--- src/rtl/mux_sel_arb.sv ---
// mux_sel_arb: round-robin A/B arbiter driving registered select sl, with break-before-make gap and 1-deep output register.
// Define SEL_LOCK_EN to add a lock input that holds the current select.
module mux_sel_arb #(
   parameter int DW        = 8,
   parameter int MAX_BURST = 4,
   parameter int GAP_CYC   = 1
) (
   input  logic          clk,
   input  logic          rst_n,
   input  logic          req_a,
   input  logic [DW-1:0] data_a,
   output logic          grant_a,
   input  logic          req_b,
   input  logic [DW-1:0] data_b,
   output logic          grant_b,
   output logic          sl,
   output logic          out_valid,
   output logic [DW-1:0] out_data,
   input  logic          out_ready
`ifdef SEL_LOCK_EN
   ,
   input  logic          lock
`endif
);
   localparam int BW = $clog2(MAX_BURST + 1);
   localparam int GW = $clog2(GAP_CYC + 1);
   localparam logic [1:0] IDLE = 2'd0;
   localparam logic [1:0] OWN  = 2'd1;
   localparam logic [1:0] GAP  = 2'd2;
   logic [1:0]    state;
   logic          last_owner;
   logic [BW-1:0] burst_cnt, cnt_nx;
   logic [GW-1:0] gap_cnt;
   logic          lk, req_own, req_oth, grant, win, burst_hit;
`ifdef SEL_LOCK_EN
   assign lk = lock;
`else
   assign lk = 1'b0;
`endif
   always_comb begin
      req_own   = sl ? req_b : req_a;
      req_oth   = sl ? req_a : req_b;
      grant     = (state == OWN) & req_own & (~out_valid | out_ready);
      grant_a   = grant & ~sl;
      grant_b   = grant & sl;
      cnt_nx    = burst_cnt + BW'(grant);
      burst_hit = cnt_nx == BW'(MAX_BURST);
      // on contention the side that did not own last wins
      win       = (req_a & req_b) ? ~last_owner : req_b;
   end
   always_ff @(posedge clk or negedge rst_n)
      if (!rst_n) begin
         state      <= IDLE;
         sl         <= 1'b0;
         last_owner <= 1'b1;
         out_valid  <= 1'b0;
         out_data   <= '0;
         burst_cnt  <= '0;
         gap_cnt    <= '0;
      end else begin
         out_valid <= grant | (out_valid & ~out_ready);
         if (grant) out_data <= sl ? data_b : data_a;
         case (state)
            IDLE:
               if (lk ? req_own : (req_a | req_b)) begin
                  if (lk || win == sl) state <= OWN;
                  else begin
                     state   <= GAP;
                     sl      <= ~sl;
                     gap_cnt <= '0;
                  end
               end
            OWN:
               if (!req_own) begin
                  last_owner <= sl;
                  burst_cnt  <= '0;
                  if (req_oth && !lk) begin
                     state   <= GAP;
                     sl      <= ~sl;
                     gap_cnt <= '0;
                  end else state <= IDLE;
               end else if (burst_hit) begin
                  burst_cnt <= '0;
                  if (req_oth && !lk) begin
                     state      <= GAP;
                     sl         <= ~sl;
                     gap_cnt    <= '0;
                     last_owner <= sl;
                  end
               end else burst_cnt <= cnt_nx;
            GAP:
               if (gap_cnt == GW'(GAP_CYC - 1)) begin
                  state     <= req_own ? OWN : IDLE;
                  burst_cnt <= '0;
               end else gap_cnt <= gap_cnt + GW'(1);
            default: state <= IDLE;
         endcase
      end
endmodule

--- config.mk ---
export PLATFORM = sky130hd
export DESIGN_NAME = mux_sel_arb
export DESIGN_NICKNAME = d
export VERILOG_FILES = /design/src/rtl/mux_sel_arb.sv
export SDC_FILE = /design/constraint.sdc
export NUM_CORES = 1
export LEC_CHECK = 0
export CORE_MARGIN = 10
export CORE_UTILIZATION = 41
export DETAILED_ROUTE_END_ITERATION = 10
export PLACE_DENSITY = 0.75
export SLEW_MARGIN = 20
export SYNTH_ARGS = -nofsm -noshare
export SYNTH_HDL_FRONTEND = slang
export SYNTH_SLANG_ARGS = --single-unit
--- constraint.sdc ---
create_clock -name clk -period 2.2 [get_ports clk]
set_input_delay 0.44 -clock clk [delete_from_list [all_inputs] [get_ports clk]]
set_output_delay 0.44 -clock clk [all_outputs]
set_load 0.005 [all_outputs]
==> results.txt, run 1 <==
Pins Over Slew Limit = 0
Rel. slew slack = 81.3%
Synth area leaders = dfrtp_1 (35%), mux2i_1 (8.5%), ha_1 (7.1%)
Register area share after synthesis = 37.9%
CTS tree = yes
Initial antenna violation count = 0
Mapped Cells = 112
Post-synthesis instance area = 0.00106 mm²
Placed cell count = 181
Synth async-reset ratio = 100%
Layout net count = 186
Hold Slack = 0.457 ns
Io pins = 33
Busiest grt layer = met2
Dpl ws = -0.491 ns
M3 GR Usage = 6.97%
TritonCTS Buffers = 3
VDD IR-drop max = 721 µV
Die Area = 0.00502 mm²
Clk_lat worst skew = 0.29 ns
Synth unique cells = 35
Initial DRC Count = 44
Slack of the critical path = 0.111 ns
Row count = 18
Placed wire-length estimate = 2.19 mm
CTS root buf = clkbuf_4
Post-Route WL = 2.73 mm
Routed Antenna Nets = 0
Top_reg_cell synth = dfrtp_1
Die Width = 70.9 µm
Most frequent cells after synthesis = dfrtp_1 (15), nor2_1 (12), a21oi_1 (10), inv_1 (10), mux2i_1 (9)
Avg Cell Area, Syn = 9.47 µm²
Setup crit start kind = flop
# port buffers = 32
# setup viols final = 0
CP required = 2.44 ns
Hold-fix buffers, CTS = 0
Total gr overflow = 0
Register area = 402 µm²
Crit Path Class = reg -> reg
Cell with the most instances after synthesis = dfrtp_1
Starting Density = 42.8%
Met2 usage = 19.5%
# fillers = 215
Synth top area share = 35.4%
Hold WC Path Type = in -> async
Worst Tran Pin Value = 0.281 ns
Run status = finished, final reports clean
Max Clock Freq = 0.479 GHz
Sink Count = 16
Post-synth EDFFs = 0
Largest net degree at the start of global routing = 19
Reg2reg setup slack = 0.11 ns
Die H = 70.9 µm
RD Place Congestion = 0.835
DRT Pass-1 Iters = 4
Power Dens Cells = 1080 mW/mm²
Vias/cell = 5.30
Share of layout cells above drive strength 1 = 22.8%
CP endpoint kind = flop
Syn nets = 139
Worst endpoint data arrival time = 2.33 ns
Fin crit share = 94.9%
Area grow syn2layout = 52.4%
Layout Cells excl Fill = 188
Via count = 997
Routed len/inst = 14.5 µm
P_leak = 0.000710 µW
FF+latch count, synth = 16
Area of the multi-input gates = 672 µm²
Area leader, netlist = dfrtp_1
Setup Skew = 0.00327 ns
Max-cap violations = 0
First-pass GRT wire length = 4.80 mm
Total track usage = 11.6%
Worst-path maximum fanout = 5
Core Region = 0.00248 mm²
Vias in the first global route = 1,095
H-tree Lvls = 1
Clk buf depth = 2
Ant diodes = 0
Met1 usage = 11.6%
DRC = 0
Reg clk slew, reported paths = 0.10 ns
Synth Warn # = 0
Fin crit period = 2.09 ns
Final Hold Viols = 0
-- layout by cell type, fill, tap and decap left out, drive strengths merged --
cell	synthesis	final
dlygate4sd2	0	4
a211o	1	1
clkdlybuf4s50	0	28
a2111oi	1	1
o21bai	1	1
and2	2	2
nand2	6	6
mux2i	9	9
a311o	1	1
a21o	2	2
o21ai	10	10
nand2b	2	2
a21boi	3	3
nor2	12	12
buf	5	15
clkbuf	0	4
a31oi	1	1
ha	6	6
dfrtp	15	15
o41ai	1	1
a21oi	11	11
xor2	1	1
inv	10	10
o211ai	1	1
dfstp	1	1
a211oi	1	1
nand3b	1	1
o22a	1	1
nand3	3	3
nor3	3	3
xnor2	1	1
-- cells by family after synthesis --
logic type	count (synthesis)	share of synthesized area [%]
AND/OR/NAND/NOR	29	13.9
XOR/XNOR	2	1.65
buffers and inverters	15	7.55
multiplexers	9	8.49
flip-flops	16	37.9
adder cells (fa/ha/maj)	6	7.08
AO/OA/AOI/OAI	35	23.5
-- critical path, cell delays in order (launching register included) --
cell and delay [ns]:
dfrtp_1 0.39, mux2i_2 0.28, nand2b_4 0.19, a21oi_4 0.05, ha_4 0.17, ha_4 0.17
xnor2_4 0.14, a2111oi_4 0.23, o21ai_2 0.15, a211oi_2 0.16, a21o_1 0.11
-- path summary, 6_finish.rpt --
kind                                  start          end  cells past startpoint
worst max-delay path                     sl     state[1]                     10
worst min-delay path                  rst_n  out_data[6]                      2
worst max register to register           sl     state[1]                     10
worst min register to register  out_data[5]  out_data[5]                      2
max in group asynchronous             rst_n   last_owner                      2
min in group clk                out_data[5]  out_data[5]                      2
-- timing repair --
| item | 4_1_cts | 5_1_grt |
|---|---|---|
| setup buffers | 2 | 1 |
| setup endpoints to repair | 5 | 3 |
| gates resized for setup | 10 | 4 |
| pin swaps | 9 | 6 |
| endpoints found under the hold margin | 0 | 0 |
-- where the power goes --
part / internal [µW] / switching [µW]
registers: 419 / 86.9
logic: 555 / 481
clock network: 101 / 98.9
total: 1070 / 667
-- through the flow --
stage / area, µm² / TNS, ns / total power (µW) / utilization, %
finish: 1620 / 0 / 1740 / 65.3
global route: 1620 / -0.0270 / 1900 / 65.3
CTS: 1590 / 0 / 1740 / 64.2
detailed placement: 1530 / -2.24 / 1500 / 61.8
global placement: 1530 / -1.84 / 1460 / 61.8
floorplan: 1140 / -0.173 / 1090 / -
-- sequential cells by signal, indices dropped and copies added, names as in the netlist --
name,flops
last_owner,1
out_data,8
burst_cnt,3
sl,1
out_valid,1
state,2
-- routing by layer --
layer  wire length (µm)  part of all wire (%)
met5                  0                     0
met4                 52                   1.9
met3                342                    13
met2               1270                    46
met1               1070                    39
-- final cells by class --
class	count	area share [%]
multi-input combinational	81	41.6
tap	30	2.32
inverter	10	2.32
timing repair buffer	47	26.7
sequential	16	24.8
clock buffer	4	2.24
No activity file was read; power rests on OpenSTA's default activity.
==> run 2: changes to the inputs <==
--- a/config.mk
+++ b/config.mk
@@ -5,6 +5,7 @@
 export SDC_FILE = /design/constraint.sdc
 export NUM_CORES = 1
 export LEC_CHECK = 0
+export CORE_ASPECT_RATIO = 0.75
 export CORE_MARGIN = 10
 export CORE_UTILIZATION = 41
 export DETAILED_ROUTE_END_ITERATION = 10
==> results.txt, run 2 (synthesis gave the netlist of run 1 again) <==
Run status = finished, final reports clean
Die H = 64.1 µm (-9.6%)
Pins Over Slew Limit = 0 (unchanged)
Total track usage = 12.4% (+0.74 points)
Area grow syn2layout = 50.8%
Initial antenna violation count = 0 (unchanged)
Rel. slew slack = 81.5% (+0.19 points)
Hold-fix buffers, CTS = 0 (unchanged)
CTS tree = yes
Largest net degree at the start of global routing = 19 (unchanged)
Fin crit share = 98.5% (+3.6 points)
Area of the multi-input gates = 658 µm² (-2.0%)
Via count = 1,002 (+0.50%)
Power Total = 1730 µW (-0.57%)
Ant diodes = 0 (unchanged)
P_leak = 0.000699 µW (-1.5%)
Fin crit period = 2.17 ns (+0.0783 ns)
Max Clock Freq = 0.461 GHz (-3.6%)
Most flop-heavy register = out_data
Worst-path maximum fanout = 3 (-2)
Max FFs per register = 8 (unchanged)
Routed len/inst = 15.5 µm (+6.4%)
Total gr overflow = 0 (unchanged)
Post-Route WL = 2.97 mm (+8.7%)
Commonest non-fill, non-tap cell in the layout = clkdlybuf4s50_1
RSZ-0062 raised after global routing = true
Layout net count = 186 (unchanged)
Crit Path Class = reg -> reg
Commonest cells after routing, fill and taps aside = clkdlybuf4s50_1 (28), dfrtp_1 (15), buf_4 (14)
Worst Tran Pin Value = 0.278 ns (-0.00281 ns)
Register area = 402 µm² (unchanged)
Routed Antenna Nets = 0 (unchanged)
Reg clk slew, reported paths = 0.11 ns (about the same)
Final Hold Viols = 0 (unchanged)
VDD IR-drop max = 488 µV (-32%)
Die Area = 0.00504 mm² (+0.42%)
Initial DRC Count = 84 (+91%)
Power Dens Cells = 1080 mW/mm² (+0.44%)
Worst endpoint data arrival time = 2.41 ns (+0.08 ns)
Starting Density = 44.5% (+1.7 points)
Setup crit start kind = flop
Max-cap violations = 0 (unchanged)
# port buffers = 32 (unchanged)
H-tree Lvls = 1 (unchanged)
Row count = 15 (-3)
Vias/cell = 5.22 (-1.6%)
Clk buf depth = 2 (unchanged)
Sink Count = 16 (unchanged)
Core Region = 0.00238 mm² (-3.8%)
Setup Skew = 0.0114 ns (+0.00816 ns)
Reg2reg setup slack = 0.03 ns (-0.08 ns)
Io pins = 33 (unchanged)
Largest registers = out_data: 8 flops, burst_cnt: 3 flops, state: 2 flops
First-pass GRT wire length = 5.09 mm (+6.0%)
CP required = 2.45 ns (about the same)
RD Place Congestion = 0.855 (+2.4%)
DRT Pass-1 Iters = 4 (unchanged)
TritonCTS Buffers = 3 (unchanged)
# setup viols final = 0 (unchanged)
Post-Route Utilization = 67.1% (+1.9 points)
Placed wire-length estimate = 2.38 mm (+8.6%)
Vias in the first global route = 1,054 (-3.7%)
CP endpoint kind = flop
Dpl ws = -0.445 ns (+0.0456 ns)
# fillers = 196 (-8.8%)
Share of layout cells above drive strength 1 = 23.4% (+0.63 points)
Hold WC Path Type = in -> async
DRC = 0 (unchanged)
Die Width = 78.7 µm (+11%)
Slack of the critical path = 0.0331 ns (-0.0783 ns)
Clk_lat worst skew = 0.30 ns (about the same)
CTS root buf = clkbuf_4
## run 2: cell count changes in the layout (fill, tap and decap cells not counted)
cell,change
clkbuf_2,+2
dlygate4sd2_1,-2
a21boi_0,+1
a21boi_1,-1
ha_2,+1
ha_4,-1
o21ai_0,+1
o21ai_2,-1
## run 2: worst max-delay path, stage by stage (launching register included)
cell       delay (ns)
dfrtp_1          0.40
mux2i_2          0.27
nand2b_4         0.18
a21oi_4          0.04
ha_4             0.17
ha_4             0.17
xnor2_4          0.15
a2111oi_4        0.23
o21ai_2          0.11
buf_4            0.15
a211oi_2         0.14
a21o_1           0.10
## run 2: worst paths after layout
kind / from / to / depth (start not counted)
min reg2reg: out_data[0] / out_data[0] / 2
max: sl / state[1] / 11
min: rst_n / state[1] / 2
max in group asynchronous: rst_n / last_owner / 2
max reg2reg: sl / state[1] / 11
min in group clk: out_data[0] / out_data[0] / 2
## run 2: power breakdown
part           total [µW]  leakage [µW]  switching, µW  internal, µW
clock                 201     0.0000210            100           101
sequential            507      0.000192           88.4           419
combinational        1020      0.000486            471           552
## run 2: area by class of cell
type / instances / area share (%)
clock buffer: 4 / 2.27
inverter: 10 / 2.35
multi-input combinational: 81 / 41.1
sequential: 16 / 25.1
tap: 34 / 2.66
timing repair buffer: 47 / 26.5
## run 2: what timing repair did
item,4_1_cts,5_1_grt
pin swaps,5,7
endpoints found under the setup margin,6,6
buffers inserted,5,0
gates resized for setup,7,7
## run 2: metal layers
layer	up-vias	routed length (µm)	global-route usage, %
met5	-	0	0
met4	0	29	3.35
met3	2	150	3.07
met2	21	1620	23.7
met1	494	1170	13.2
li1	485	-	-
## run 2: per-stage QoR
| step | TNS [ns] | instance area, µm² | instances | hold WS (ns) |
|---|---|---|---|---|
| 3_5_place_dp | -2.33 | 1530 | 184 | 0.520 |
| 4_1_cts | 0 | 1600 | 192 | 0.461 |
| 2_1_floorplan | -0.173 | 1140 | 112 | 0.144 |
| 6_report | 0 | 1600 | 192 | 0.457 |
| 5_1_grt | -0.228 | 1600 | 192 | 0.458 |
| 3_3_place_gp | -1.96 | 1530 | 184 | 0.509 |
